File: src/rtl/fetch_pkg.sv
// Shared constants and the buffered-instruction entry type for the fetch unit.
package fetch_pkg;

    localparam int          XLEN        = 32;
    localparam logic [31:0] RESET_PC    = 32'h0000_0000;
    localparam int          INSTR_BYTES = 4;
    localparam int          FIFO_DEPTH  = 2;

    typedef struct packed {
        logic [XLEN-1:0] instr;
        logic [XLEN-1:0] pc;
    } fetch_entry_t;

endpackage

File: src/rtl/fetch_if.sv
// Fetch unit bus bundle: redirect input, instruction-memory request/response and decode handshake.
interface fetch_if #(
    parameter int XLEN = fetch_pkg::XLEN
);
    logic            redirect_valid;
    logic [XLEN-1:0] redirect_pc;
    logic            imem_req;
    logic [XLEN-1:0] imem_addr;
    logic            imem_gnt;
    logic            imem_rvalid;
    logic [XLEN-1:0] imem_rdata;
    logic            id_valid;
    logic            id_ready;
    logic [XLEN-1:0] id_instr;
    logic [XLEN-1:0] id_pc;

    modport master (
        input  redirect_valid, redirect_pc,
        output imem_req, imem_addr,
        input  imem_gnt, imem_rvalid, imem_rdata,
        output id_valid, id_instr, id_pc,
        input  id_ready
    );

    modport slave (
        output redirect_valid, redirect_pc,
        input  imem_req, imem_addr,
        output imem_gnt, imem_rvalid, imem_rdata,
        input  id_valid, id_instr, id_pc,
        output id_ready
    );
endinterface

File: src/rtl/fetch_fifo.sv
// Small flushable FIFO holding fetched {instr, pc} entries; a push into a full FIFO
// is accepted when a pop frees the head slot in the same cycle.
module fetch_fifo
    import fetch_pkg::*;
#(
    parameter int               WIDTH      = $bits(fetch_entry_t),
    parameter int               DEPTH      = FIFO_DEPTH,
    parameter logic [WIDTH-1:0] RESET_WORD = '0
) (
    input  logic                       clk,
    input  logic                       rst,
    input  logic                       flush,
    input  logic                       push,
    input  logic [WIDTH-1:0]           push_data,
    input  logic                       pop,
    output logic [WIDTH-1:0]           head_data,
    output logic [$clog2(DEPTH+1)-1:0] count,
    output logic                       empty
);
    localparam int PTR_W = (DEPTH > 1) ? $clog2(DEPTH) : 1;
    localparam int CNT_W = $clog2(DEPTH + 1);

    logic [WIDTH-1:0] mem_reg [DEPTH];
    logic [PTR_W-1:0] wr_ptr_reg, wr_ptr_next;
    logic [PTR_W-1:0] rd_ptr_reg, rd_ptr_next;
    logic [CNT_W-1:0] count_reg, count_next;
    logic             full, do_push, do_pop;

    function automatic logic [PTR_W-1:0] ptr_inc(input logic [PTR_W-1:0] p);
        return (p == PTR_W'(DEPTH - 1)) ? '0 : p + 1'b1;
    endfunction

    assign empty   = (count_reg == '0);
    assign full    = (count_reg == CNT_W'(DEPTH));
    assign do_pop  = pop && !empty;
    assign do_push = push && (!full || do_pop);

    always_comb begin
        wr_ptr_next = wr_ptr_reg;
        rd_ptr_next = rd_ptr_reg;
        count_next  = count_reg;
        if (flush) begin
            wr_ptr_next = '0;
            rd_ptr_next = '0;
            count_next  = '0;
        end else begin
            if (do_push) wr_ptr_next = ptr_inc(wr_ptr_reg);
            if (do_pop)  rd_ptr_next = ptr_inc(rd_ptr_reg);
            count_next = count_reg + CNT_W'(do_push) - CNT_W'(do_pop);
        end
    end

    always_ff @(posedge clk or posedge rst) begin
        if (rst) begin
            wr_ptr_reg <= '0;
            rd_ptr_reg <= '0;
            count_reg  <= '0;
        end else begin
            wr_ptr_reg <= wr_ptr_next;
            rd_ptr_reg <= rd_ptr_next;
            count_reg  <= count_next;
        end
    end

    // Slots reset to RESET_WORD so the head reads a defined entry straight out of reset.
    always_ff @(posedge clk or posedge rst) begin
        if (rst) begin
            for (int i = 0; i < DEPTH; i++) mem_reg[i] <= RESET_WORD;
        end else if (do_push && !flush) begin
            mem_reg[wr_ptr_reg] <= push_data;
        end
    end

    assign head_data = mem_reg[rd_ptr_reg];
    assign count     = count_reg;

endmodule

File: src/rtl/fetch_unit.sv
// Instruction fetch: issues sequential PCs to instruction memory, buffers in-order
// responses for decode, and discards responses made stale by a redirect.
module fetch_unit #(
    parameter int              XLEN     = fetch_pkg::XLEN,
    parameter logic [XLEN-1:0] RESET_PC = XLEN'(fetch_pkg::RESET_PC)
) (
    input  logic     clk,
    input  logic     rst,
    fetch_if.master  bus
);
    import fetch_pkg::*;

    localparam int CNT_W = $clog2(FIFO_DEPTH + 1);

    logic [XLEN-1:0]   pc_reg, pc_next;
    logic [1:0]        outstanding_reg, outstanding_next;
    logic [1:0]        drop_reg, drop_next;
    logic [CNT_W-1:0]  fifo_count;
    logic              fifo_empty;
    logic [2*XLEN-1:0] fifo_head;
    logic              grant, rsp, push, pop;
    logic [XLEN-1:0]   rsp_pc;

    assign bus.imem_req  = !rst && !bus.redirect_valid &&
                           (({1'b0, outstanding_reg} + 3'(fifo_count)) < 3'(FIFO_DEPTH));
    assign bus.imem_addr = pc_reg;

    assign grant = bus.imem_req && bus.imem_gnt;
    assign rsp   = bus.imem_rvalid && (outstanding_reg != 2'd0);

    // Live requests are consecutive and end just below pc, so with nothing left to
    // drop the oldest one sits outstanding instructions back from pc.
    assign rsp_pc = pc_reg - XLEN'(outstanding_reg) * XLEN'(INSTR_BYTES);
    assign push   = rsp && (drop_reg == 2'd0) && !bus.redirect_valid;

    assign bus.id_valid = !fifo_empty && !bus.redirect_valid;
    assign pop          = bus.id_valid && bus.id_ready;
    assign bus.id_instr = fifo_head[2*XLEN-1:XLEN];
    assign bus.id_pc    = fifo_head[XLEN-1:0];

    always_comb begin
        pc_next          = pc_reg;
        outstanding_next = outstanding_reg;
        drop_next        = drop_reg;
        if (bus.redirect_valid) begin
            // Every request still in flight now belongs to the abandoned path.
            pc_next          = {bus.redirect_pc[XLEN-1:2], 2'b00};
            outstanding_next = outstanding_reg - 2'(rsp);
            drop_next        = outstanding_reg - 2'(rsp);
        end else begin
            if (grant) pc_next = pc_reg + XLEN'(INSTR_BYTES);
            outstanding_next = outstanding_reg + 2'(grant) - 2'(rsp);
            if (rsp && drop_reg != 2'd0) drop_next = drop_reg - 2'd1;
        end
    end

    always_ff @(posedge clk or posedge rst) begin
        if (rst) begin
            pc_reg          <= RESET_PC;
            outstanding_reg <= 2'd0;
            drop_reg        <= 2'd0;
        end else begin
            pc_reg          <= pc_next;
            outstanding_reg <= outstanding_next;
            drop_reg        <= drop_next;
        end
    end

    fetch_fifo #(
        .WIDTH      (2 * XLEN),
        .DEPTH      (FIFO_DEPTH),
        .RESET_WORD ({{XLEN{1'b0}}, RESET_PC})
    ) u_fifo (
        .clk       (clk),
        .rst       (rst),
        .flush     (bus.redirect_valid),
        .push      (push),
        .push_data ({bus.imem_rdata, rsp_pc}),
        .pop       (pop),
        .head_data (fifo_head),
        .count     (fifo_count),
        .empty     (fifo_empty)
    );

    // A response with nothing outstanding is a memory-side protocol violation.
    rsp_without_request: assert property (
        @(posedge clk) disable iff (rst) bus.imem_rvalid |-> (outstanding_reg != 2'd0));

endmodule
File: src/flat_wrapper.sv
// flat-port wrapper written by rule: the top's interface ports become plain ports
module fetch_unit_flat import fetch_pkg::*;
#(
    parameter int              XLEN     = fetch_pkg::XLEN,
    parameter logic [XLEN-1:0] RESET_PC = XLEN'(fetch_pkg::RESET_PC)
)
  (clk, rst, bus_redirect_valid, bus_redirect_pc, bus_imem_req, bus_imem_addr, bus_imem_gnt, bus_imem_rvalid, bus_imem_rdata, bus_id_valid, bus_id_instr, bus_id_pc, bus_id_ready);
  fetch_if #(.XLEN(XLEN)) bus_i ();
  input  logic clk;
  input  logic rst;
  input wire logic [$bits(bus_i.redirect_valid)-1:0] bus_redirect_valid;
  input wire logic [$bits(bus_i.redirect_pc)-1:0] bus_redirect_pc;
  output wire logic [$bits(bus_i.imem_req)-1:0] bus_imem_req;
  output wire logic [$bits(bus_i.imem_addr)-1:0] bus_imem_addr;
  input wire logic [$bits(bus_i.imem_gnt)-1:0] bus_imem_gnt;
  input wire logic [$bits(bus_i.imem_rvalid)-1:0] bus_imem_rvalid;
  input wire logic [$bits(bus_i.imem_rdata)-1:0] bus_imem_rdata;
  output wire logic [$bits(bus_i.id_valid)-1:0] bus_id_valid;
  output wire logic [$bits(bus_i.id_instr)-1:0] bus_id_instr;
  output wire logic [$bits(bus_i.id_pc)-1:0] bus_id_pc;
  input wire logic [$bits(bus_i.id_ready)-1:0] bus_id_ready;
  assign bus_i.redirect_valid = bus_redirect_valid;
  assign bus_i.redirect_pc = bus_redirect_pc;
  assign bus_imem_req = bus_i.imem_req;
  assign bus_imem_addr = bus_i.imem_addr;
  assign bus_i.imem_gnt = bus_imem_gnt;
  assign bus_i.imem_rvalid = bus_imem_rvalid;
  assign bus_i.imem_rdata = bus_imem_rdata;
  assign bus_id_valid = bus_i.id_valid;
  assign bus_id_instr = bus_i.id_instr;
  assign bus_id_pc = bus_i.id_pc;
  assign bus_i.id_ready = bus_id_ready;
  fetch_unit #(.XLEN(XLEN), .RESET_PC(RESET_PC)) u_core (.clk(clk), .rst(rst), .bus(bus_i));
endmodule
File: config.mk
export PLATFORM = sky130hd
export DESIGN_NAME = fetch_unit_flat
export DESIGN_NICKNAME = d
export VERILOG_FILES = /design/src/rtl/fetch_pkg.sv /design/src/rtl/fetch_if.sv /design/src/rtl/fetch_fifo.sv /design/src/rtl/fetch_unit.sv /design/src/flat_wrapper.sv
export SDC_FILE = /design/constraint.sdc
export NUM_CORES = 1
export LEC_CHECK = 0
export BUFFER_PORTS_ARGS = -buffer_cell sky130_fd_sc_hd__buf_2
export CAP_MARGIN = 30
export CORE_MARGIN = 2
export CORE_UTILIZATION = 45
export CTS_CLUSTER_SIZE = 16
export DETAILED_ROUTE_END_ITERATION = 10
export PLACE_DENSITY = 0.72
export SYNTH_ARGS = -nofsm -noshare
export SYNTH_HDL_FRONTEND = slang
export SYNTH_SLANG_ARGS = --single-unit
File: constraint.sdc
create_clock -name clk -period 12.85 [get_ports clk]
set_clock_uncertainty 0.05 [all_clocks]
set_input_delay 1.9275 -clock clk [delete_from_list [all_inputs] [get_ports clk]]
set_output_delay 1.9275 -clock clk [all_outputs]
set_load 0.01 [all_outputs]
==> metrics.md, run 1 <==
| Metric | Value |
|---|---|
| Fin Hold WS | `between 400 and 500 ps` |
| CTS buffer count | `17` |
| Post-DRT Antenna Nets | `0` |
| Fmax | `about 0.20 GHz` |
| R2R depth | `10` |
| Die Ht | `139 µm` |
| Worst EP arrival | `3130 ps` |
| Final net count | `1050` |
| RSZ-0062 raised after global routing | `false` |
| Port Buf Inserts | `161` |
| Post-synth ARST share | `between 90% and 100%` |
| Initial antenna violation count | `0` |
| Most Frequent Cell on Critical Path | `buf_2` |
| Rel. slew slack | `33.9%` |
| Startpoint types | `primary input` |
| CTS tree | `done` |
| Seq/Total Area, Yosys | `between 40% and 50%` |
| Critical-path cell list | `buf_2 -> buf_4 -> nor4_1 -> buf_2` |
| Initial cell density of the core | `45.9%` |
| Routed vias/inst | `between 5 and 6` |
| Setup repair bufs after CTS | `0` |
| Row count | `49` |
| Top cell type by total area after synthesis | `dfrtp_1` |
| Gp weighted congestion | `0.868` |
| # Max-Cap Violations | `0` |
| Fin worst setup slack | `7740 ps` |
| Sum Neg Setup Slack | `0 ps` |
| Switching share of power | `32.6%` |
| Final antenna diode count | `0` |
| H-tree Lvls | `4` |
| Worst vdd ir | `0.108 mV` |
| Wirelength per Cell | `16.3 µm` |
| Seq. cell area | `approximately 4000 µm²` |
| Most frequent cells in the layout | `196 x nand2_1, 161 x buf_2, 161 x dfrtp_1` |
| Pwr dens | `just under 200 nW/µm²` |
| Multi-input gate area | `3880 µm²` |
| CP Max Fanout | `57` |
| Share of layout cells above drive strength 1 | `31.9%` |
| Final min period | `5110 ps` |
| Final setup vio count | `0` |
| Vias | `about 6500` |
| Reg power frac | `40.9%` |
| Seq cells post-synth | `around 160` |
| Distinct cells, synth | `53` |
| HP Class | `reg -> reg` |
| Hold wc startpoint | `u_core.u_fifo.mem_reg[67]` |
| Post-cts hold buffer count | `0` |
| Largest register FFs | `around 120` |
| GRT Residual Overflow | `0` |
| Drt first-iter violations | `469` |
| CTS root buffer | `clkbuf_16` |
| R2R setup slack | `9500 ps` |
| FF-to-FF End | `u_core.bus.imem_addr[22]` |
| Worst slack, placed | `7730 ps` |
| Core footprint | `18000 µm²` |
| EDFF count, synth | `0` |
| Sw Pwr | `0.000633 W` |
| Yosys warns | `0` |
| Synth Instances | `843` |
| P_leak | `4.72 nW` |
| Clock tree buffer depth | `2` |
| Largest net degree at the start of global routing | `91` |
| DRC | `0` |
| Cell area after synthesis | `8250 µm²` |
| Total clock sinks | `162` |
| WP data required | `10870 ps` |
| Worst Tran Pin Value | `992 ps` |
| Clock Latency Late Sink | `430 ps` |
| Number of global-route vias before repair | `6313` |
| DP Wirelength | `13200 µm` |
| Top cells by area, synth | `dfrtp_1 49%, mux2_2 13%, nand2_1 9.0%` |
| Status | `complete, no violations` |
| Tcrit/Tclk final | `39.8%` |
| Worst Setup SP | `bus_redirect_valid` |
| Kind of critical path | `in -> out` |
| Critical R2R Launch | `u_core.outstanding_reg[0]` |
| Clock slew at reported path FFs | `60 ps` |
| P_int | `0.00131 W` |
| Die W | `139 µm` |
| First-pass GRT wire length | `32500 µm` |
| Main synth FF type | `dfrtp_1` |
| Routed WL | `19700 µm` |
| Syn avg cell area | `9.79 µm²` |
| Die area | `around 19000 µm²` |
| GRT Total Usage | `20.7%` |
| Final Hold Fails | `0` |
| Fillers | `1600` |
| Clock network fraction of total power | `28.6%` |
| Comb pwr share | `30.5%` |
| Crit-path max cell delay | `580 ps` |
| Drt first pass iters | `5` |
| Pins Over Slew Limit | `0` |
| Critical path destination | `bus_imem_req` |
| Synth top area share | `between 40% and 50%` |
| Slowest-stage cell, CP | `nor4_1` |
| Commonest non-fill, non-tap cell in the layout | `nand2_1` |
| Setup crit end kind | `primary output` |
| Area grow syn2layout | `19.0%` |
| CTS resizes | `0` |
| IO Count | `approximately 170` |
[per-stage QoR]
| stage | total power, W | area, µm² | std cells | utilization [%] |
|---|---|---|---|---|
| floorplan | 0.00118 | 8270 | 846 | - |
| global placement | 0.00137 | 9150 | 1178 | 50.9 |
| detailed placement | 0.00140 | 9180 | 1179 | 51.1 |
| CTS | 0.00195 | 9820 | 1211 | 54.6 |
| global route | 0.00207 | 9820 | 1212 | 54.7 |
| finish | 0.00194 | 9820 | 1212 | 54.7 |
[layout make-up]
class / instances / area share (%)
clock buffers: 19 / 4.41
clock inverters: 13 / 2.11
inverters: 15 / 0.624
multi-input cells: 603 / 39.5
flip-flops and latches: 162 / 41.3
well taps: 229 / 2.92
repair buffers: 171 / 9.15
[worst max-delay path, delay by kind of cell]
family | cells | cell delay (ps)
buffers and inverters | 3 | 610
AND/OR/NAND/NOR | 1 | 580
[worst min-delay path by stage]
stage          depth (start not counted)  slack [ps]                          to
2_1_floorplan                          2         390  u_core.u_fifo.mem_reg[100]
3_3_place_gp                           2         400  u_core.u_fifo.mem_reg[127]
3_5_place_dp                           2         410  u_core.u_fifo.mem_reg[125]
4_1_cts                                2         420  u_core.u_fifo.mem_reg[125]
5_1_grt                                2         440   u_core.u_fifo.mem_reg[17]
6_report                               2         420   u_core.u_fifo.mem_reg[67]
[power by group through the flow]
stage                     clock network, W  registers, W  logic (W)
after floorplan                          0      0.000758   0.000417
after global placement                   0      0.000794   0.000580
after detailed placement                 0      0.000801   0.000594
after CTS                         0.000563      0.000793   0.000599
after global routing              0.000582      0.000819   0.000665
final                             0.000555      0.000794   0.000591
[synth_stat cells, drive strengths merged, types with 8 or more instances]
| cell type | count |
|---|---|
| buf | 14 |
| clkbuf | 52 |
| dfrtp | 162 |
| ha | 8 |
| inv | 14 |
| mux2 | 97 |
| nand2 | 197 |
| nand3 | 19 |
| nand4 | 15 |
| nor2 | 33 |
| nor2b | 8 |
| nor3 | 13 |
| nor4 | 17 |
| o21ai | 72 |
| o311ai | 10 |
| xnor2 | 26 |
[layer usage]
metal | global-route usage, % | vias up | wire (µm)
li1 | - | 3164 | -
met1 | 30.4 | 3110 | 9300
met2 | 31.1 | 209 | 8890
met3 | 3.41 | 31 | 1080
met4 | 7.34 | 0 | 457
met5 | 0 | - | 0
[kinds of logic after synthesis]
| group | synth area share [%] |
|---|---|
| flip-flops | 49.1 |
| buffers and inverters | 4.11 |
| other | 0.0454 |
| multiplexers | 14.0 |
| AO/OA/AOI/OAI | 8.38 |
| adder cells (fa/ha/maj) | 1.70 |
| AND/OR/NAND/NOR | 19.3 |
| XOR/XNOR | 3.40 |
No activity file was read; power rests on OpenSTA's default activity.
==> run 2, diff against run 1 <==
--- a/config.mk
+++ b/config.mk
@@ -5,13 +5,14 @@
 export SDC_FILE = /design/constraint.sdc
 export NUM_CORES = 1
 export LEC_CHECK = 0
+export ABC_AREA = 1
 export BUFFER_PORTS_ARGS = -buffer_cell sky130_fd_sc_hd__buf_2
 export CAP_MARGIN = 30
 export CORE_MARGIN = 2
 export CORE_UTILIZATION = 45
 export CTS_CLUSTER_SIZE = 16
 export DETAILED_ROUTE_END_ITERATION = 10
-export PLACE_DENSITY = 0.72
+export PLACE_DENSITY = 0.74
 export SYNTH_ARGS = -nofsm -noshare
 export SYNTH_HDL_FRONTEND = slang
 export SYNTH_SLANG_ARGS = --single-unit
==> constraint.sdc (replaced) <==
create_clock -name clk -period 4.6 [get_ports clk]
set_clock_uncertainty 0.05 [all_clocks]
set_input_delay 0.69 -clock clk [delete_from_list [all_inputs] [get_ports clk]]
set_output_delay 0.69 -clock clk [all_outputs]
set_load 0.01 [all_outputs]
==> run 2 against run 1 <==
Against the previous run: final cell count up 29%; wire length up 12%; sequential power rose to 2.9 times the previous value; via count up 20%; utilization down 1.2 points; clock power up 150%; global-route usage up 0.82 points; non-clock buffer count down 2; combinational power rose to 3.4 times the previous value; critical path type is now reg -> reg; largest power group unchanged.
==> metrics.md, run 2 <==
| Metric | Value |
|---|---|
| Status | `complete, no violations` |
| Drt first-iter violations | `641` |
| Final Hold Fails | `0` |
| CTS root buffer | `clkbuf_16` |
| Syn avg cell area | `7.71 µm²` |
| Post-synth ARST share | `100%` |
| GRT Residual Overflow | `0` |
| Seq/Total Area, Yosys | `45.4%` |
| Slowest-stage cell, CP | `nand2_2` |
| Setup repair bufs after CTS | `0` |
| Most frequent cell after synthesis | `nand2_1` |
| Clock Latency Late Sink | `around 430 ps` |
| Commonest non-fill, non-tap cell in the layout | `nand2_1` |
| Kind of critical path | `reg -> reg` |
| CTS resizes | `0` |
| Post-route cell area | `10400 µm²` |
| Total clock sinks | `162` |
| Worst EP arrival | `2990 ps` |
| Rel. slew slack | `40.3%` |
| Post-cts hold buffer count | `0` |
| Final min period | `~2700 ps` |
| Most instantiated cells after synthesis | `407 x nand2_1, 162 x dfrtp_1, 111 x inv_1` |
| # Max-Cap Violations | `0` |
| Gp weighted congestion | `0.890` |
| Routed WL | `22100 µm` |
| CTS buffer count | `17` |
| H-tree Lvls | `4` |
| Final setup vio count | `0` |
| Setup crit end kind | `flop` |
| Yosys warns | `0` |
| Initial cell density of the core | `45.9%` |
| Synth top area share | `a little under half` |
| Cell Area, Placed | `9820 µm²` |
| DP Wirelength | `15600 µm` |
| Crit-path max cell delay | `around 550 ps` |
| Clock tree buffer depth | `2` |
| EDFF count, synth | `0` |
| Distinct cells, synth | `32` |
| Pwr dens | `549 nW/µm²` |
| Die Ht | `145 µm` |
| Top cells by area, synth | `dfrtp_1 45%, nand2_1 17%, mux2_2 6.9%` |
| Number of global-route vias before repair | `roughly 7300` |
| Worst Tran Pin Value | `896 ps` |
| Share of layout cells above drive strength 1 | `20.7%` |
| DRC | `0` |
| Top cell type by total area after synthesis | `dfrtp_1` |
| Startpoint types | `flop` |
| Row count | `51` |
| HP Class | `in -> reg` |
| Final net count | `1369` |
| RSZ-0062 raised after global routing | `false` |
| Largest register FFs | `about 120` |
| Fillers | `1845` |
| CP Max Fanout | `18` |
| Initial antenna violation count | `0` |
| CTS tree | `done` |
| Routed vias/inst | `4.99` |
| Final antenna diode count | `0` |
| First-pass GRT wire length | `~36000 µm` |
| Sum Neg Setup Slack | `0 ps` |
| Main synth FF type | `dfrtp_1` |
| Largest net degree at the start of global routing | `164` |
| Vias | `7819` |
| Core footprint | `19500 µm²` |
| Seq cells post-synth | `162` |
| Pins Over Slew Limit | `0` |
| Clock slew at reported path FFs | `70 ps` |
| Drt first pass iters | `6` |
| Fin Hold WS | `roughly 420 ps` |
| GRT Total Usage | `21.5%` |
| Synth Instances | `1157` |
| P_leak | `approximately 5.4 nW` |
| WP data required | `4840 ps` |
| Die area | `around 21000 µm²` |
| Die W | `145 µm` |
| Most frequent cells in the layout | `407 x nand2_1, 161 x buf_2, 161 x dfrtp_1` |
| Critical-path cell list | `nand2_1 -> inv_1 -> fa_1 -> inv_1 -> nand4_1 -> nand2_2 -> inv_2 -> nand2_1 -> o211ai_1` |
| Wirelength per Cell | `14.1 µm` |
| Area grow syn2layout | `16.6%` |
| IO Count | `about 170` |
| Tcrit/Tclk final | `59.7%` |
| Cell area after synthesis | `between 8000 and 9000 µm²` |
| Fmax | `around 0.36 GHz` |
| Port Buf Inserts | `~160` |
| Worst vdd ir | `roughly 0.27 mV` |
| Post-DRT Antenna Nets | `0` |
## run 2: cell types whose count changed after synthesis, sizes merged, moves of 17 or more
cell,before,now
buf,14,32
nand3,19,54
nor4,17,0
nand2,197,409
nor2,33,112
mux2,97,55
xor2,6,25
o21ai,72,125
xnor2,26,6
inv,14,113
clkbuf,52,27
## run 2: worst paths after layout
path,from,endpoint,slack (ps),depth (start not counted)
max in group asynchronous,rst,u_core.u_fifo.mem_reg[19],3360,3
setup / recovery,u_core.outstanding_reg[0],u_core.bus.imem_addr[9],1860,9
min in group asynchronous,rst,u_core.u_fifo.count[1],470,3
setup reg to reg,u_core.outstanding_reg[0],u_core.bus.imem_addr[9],1860,9
hold reg to reg,u_core.u_fifo.mem_reg[83],u_core.u_fifo.mem_reg[83],430,2
hold / removal,bus_redirect_pc[18],u_core.bus.imem_addr[18],420,3
## run 2: through the flow
step	setup slack, ps	utilization, %	std cells	power (W)
2_1_floorplan	181	-	1160	0.00366
3_3_place_gp	1520	50.5	1535	0.00429
3_5_place_dp	1490	50.5	1535	0.00435
4_1_cts	1810	53.5	1567	0.00576
5_1_grt	1700	53.5	1567	0.00615
6_report	1860	53.5	1567	0.00571
## run 2: report_power, final
group	total [W]	leakage, nW	switching [W]	internal [W]
Combinational	0.00201	3.01	0.00115	0.000867
Clock	0.00138	0.280	0.000660	0.000725
Sequential	0.00231	2.08	0.000357	0.00195
## run 2: routing by layer
layer  GRT usage, %  share of wire [%]  up-vias
li1               -                  -     3894
met1           29.3                 46     3638
met2           35.0                 46      249
met3           3.49                5.9       38
met4           7.51                2.2        0
met5              0                  0        -
## run 2: cell families after synthesis
family | share of synthesized area [%]
buf+inv | 8.51
xor+xnor | 3.04
other cells | 0.0420
simple gates | 26.3
compound gates | 8.22
fa+ha+maj | 1.57
flops | 45.4
mux | 6.94
## run 2: cell type report
cell class / instances / area (µm²) / area share [%]
repair buffers: 169 / 878 / 8.44
multi-input cells: 826 / 4130 / 39.7
well taps: 265 / 332 / 3.19
clock inverters: 15 / 159 / 1.53
inverters: 113 / 428 / 4.11
flip-flops and latches: 162 / 4060 / 39.0
clock buffers: 17 / 425 / 4.09
## run 2: worst max-delay path, delay by kind of cell (launching register included)
family	cells	cell delay (ps)
AND/OR/NAND/NOR	4	1240
AO/OA/AOI/OAI	1	90
buffers and inverters	3	360
flip-flops	1	420
adder cells (fa/ha/maj)	1	430
==> run 3, diff against run 2 <==
==> constraint.sdc (replaced) <==
create_clock -name clk -period 2.46 [get_ports clk]
set_clock_uncertainty 0.05 [all_clocks]
set_input_delay 0.369 -clock clk [delete_from_list [all_inputs] [get_ports clk]]
set_output_delay 0.369 -clock clk [all_outputs]
set_load 0.01 [all_outputs]
==> run 3 against run 2 <==
Against the previous run: die area unchanged; via count about the same; wire length increased by 1.3%; register-to-register slack got worse by 1600 ps; count of clock-buffer cells in the layout unchanged; fmax increased by 22%; sequential share of layout area decreased by 0.39 points; design area increased by 1.0%; total power increased by 90%; non-clock buffer count increased by 6; worst setup slack got worse by 1600 ps; largest power group unchanged.
==> metrics.md, run 3 (synthesis gave the netlist of run 2 again) <==
| Metric | Value |
|---|---|
| Share of layout cells above drive strength 1 | `21.5%` |
| Total clock sinks | `162` |
| Row count | `51` |
| CTS buffer count | `17` |
| Post-cts hold buffer count | `0` |
| DRC | `0` |
| Final Hold Fails | `0` |
| Wirelength per Cell | `roughly 14 µm` |
| # Max-Cap Violations | `0` |
| Initial antenna violation count | `0` |
| Rel. slew slack | `41.0%` |
| Largest net degree at the start of global routing | `163` |
| H-tree Lvls | `4` |
| Worst Tran Pin Value | `885 ps` |
| GR peak layer | `met2` |
| GRT Total Usage | `a little over a fifth` |
| Post-route cell area | `10500 µm²` |
| WP data required | `2730 ps` |
| Post-DRT Antenna Nets | `0` |
| Pins Over Slew Limit | `0` |
| Worst vdd ir | `0.576 mV` |
| Clock Latency Late Sink | `430 ps` |
| Clock tree buffer depth | `2` |
| Tcrit/Tclk final | `91.6%` |
| Startpoint types | `flop` |
| Final antenna diode count | `0` |
| Initial cell density of the core | `45.9%` |
| Die W | `roughly 140 µm` |
| Drt first-iter violations | `around 520` |
| Vias | `just under 8000` |
| Most frequent cells in the layout | `406 x nand2_1, 161 x buf_2, 161 x dfrtp_1` |
| Utilization after layout | `54.0%` |
| RSZ-0062 raised after global routing | `false` |
| GRT Residual Overflow | `0` |
| Met3 usage in global routing | `4.11%` |
| Setup crit end kind | `flop` |
| Routed WL | `22400 µm` |
| Port Buf Inserts | `161` |
| Status | `complete, no violations` |
| Largest register FFs | `124` |
| Fmax | `0.444 GHz` |
| GR Util met1 | `between 20% and 30%` |
| Routed vias/inst | `4.97` |
| Commonest non-fill, non-tap cell in the layout | `nand2_1` |
| Number of global-route vias before repair | `7262` |
| Final net count | `about 1400` |
| DP Wirelength | `between 15000 and 20000 µm` |
| Gp weighted congestion | `roughly 0.95` |
| Clock slew at reported path FFs | `70 ps` |
| Final setup vio count | `0` |
| CTS resizes | `0` |
| CP Max Fanout | `5` |
| HP Class | `in -> reg` |
| CTS root buffer | `clkbuf_16` |
| IO Count | `168` |
| Area grow syn2layout | `17.8%` |
| Kind of critical path | `reg -> reg` |
| Sum Neg Setup Slack | `0 ps` |
| Placed cell count | `1541` |
| P_leak | `5.42 nW` |
| Die area | `21000 µm²` |
| Final min period | `2250 ps` |
| Pwr dens | `~1000 nW/µm²` |
| Worst EP arrival | `2520 ps` |
| CTS tree | `done` |
| Setup repair bufs after CTS | `0` |
| R2R setup slack | `approximately 210 ps` |
| Cell Area, Placed | `between 9000 and 10000 µm²` |
| Fin cells | `1573` |
| GR Util met2 | `roughly a third` |
| Die Ht | `145 µm` |
| Core footprint | `19500 µm²` |
| Drt first pass iters | `5` |
| First-pass GRT wire length | `35800 µm` |
run 3: changes by cell type in the layout (fill, tap and decap cells not counted), moves of 2 or more:
cell        change
clkinvlp_4      -2
buf_4           +5
o21ai_1         +5
o21ai_0         -5
inv_8           +5
inv_6           -2
run 3: path summary, 6_finish.rpt:
| check | endpoint | cells past startpoint | from |
|---|---|---|---|
| min in group asynchronous | u_core.u_fifo.rd_ptr_reg | 3 | rst |
| min | u_core.bus.imem_addr[21] | 3 | bus_redirect_pc[21] |
| max reg2reg | u_core.u_fifo.mem_reg[30] | 12 | u_core.bus.imem_addr[2] |
| min reg2reg | u_core.u_fifo.mem_reg[31] | 2 | u_core.u_fifo.mem_reg[31] |
| max | u_core.u_fifo.mem_reg[30] | 12 | u_core.bus.imem_addr[2] |
| max in group asynchronous | u_core.u_fifo.mem_reg[97] | 3 | rst |
run 3: area by class of cell:
cell class	instances	area (µm²)
Clock inverter	15	174
Tap cell	265	332
Timing Repair Buffer	175	936
Inverter	113	428
Clock buffer	17	425
Multi-Input combinational cell	826	4160
Sequential cell	162	4060
Fill cell	1829	8950
run 3: metrics by stage:
stage	hold slack [ps]	total power (W)	setup slack, ps
after global routing	104	0.0117	20.0
after floorplan	393	0.00686	-1570
final	103	0.0108	208
after CTS	91.8	0.0109	62.6
after global placement	409	0.00807	159
after detailed placement	410	0.00820	97.2
run 3: where the power goes:
part           total [W]  internal (W)  switching [W]
sequential       0.00433       0.00365       0.000676
combinational    0.00383       0.00165        0.00217
clock            0.00269       0.00139        0.00130
total             0.0108       0.00669        0.00415
run 3: worst max-delay path: stages (launching register included):
cell and delay (ps):
dfrtp_1 410, inv_2 110, ha_1 150, inv_1 70
fa_1 420, inv_1 100, nand2_1 120, nor2_4 170
nand2_1 120, o21ai_0 180, nand2_1 110, nand2_1 80
nand2_1 50
run 3: layer usage:
metal / wire length, µm / share of wire (%)
met5: 0 / 0
met4: 363 / 1.6
met3: 1420 / 6.3
met2: 10500 / 47
met1: 10200 / 45
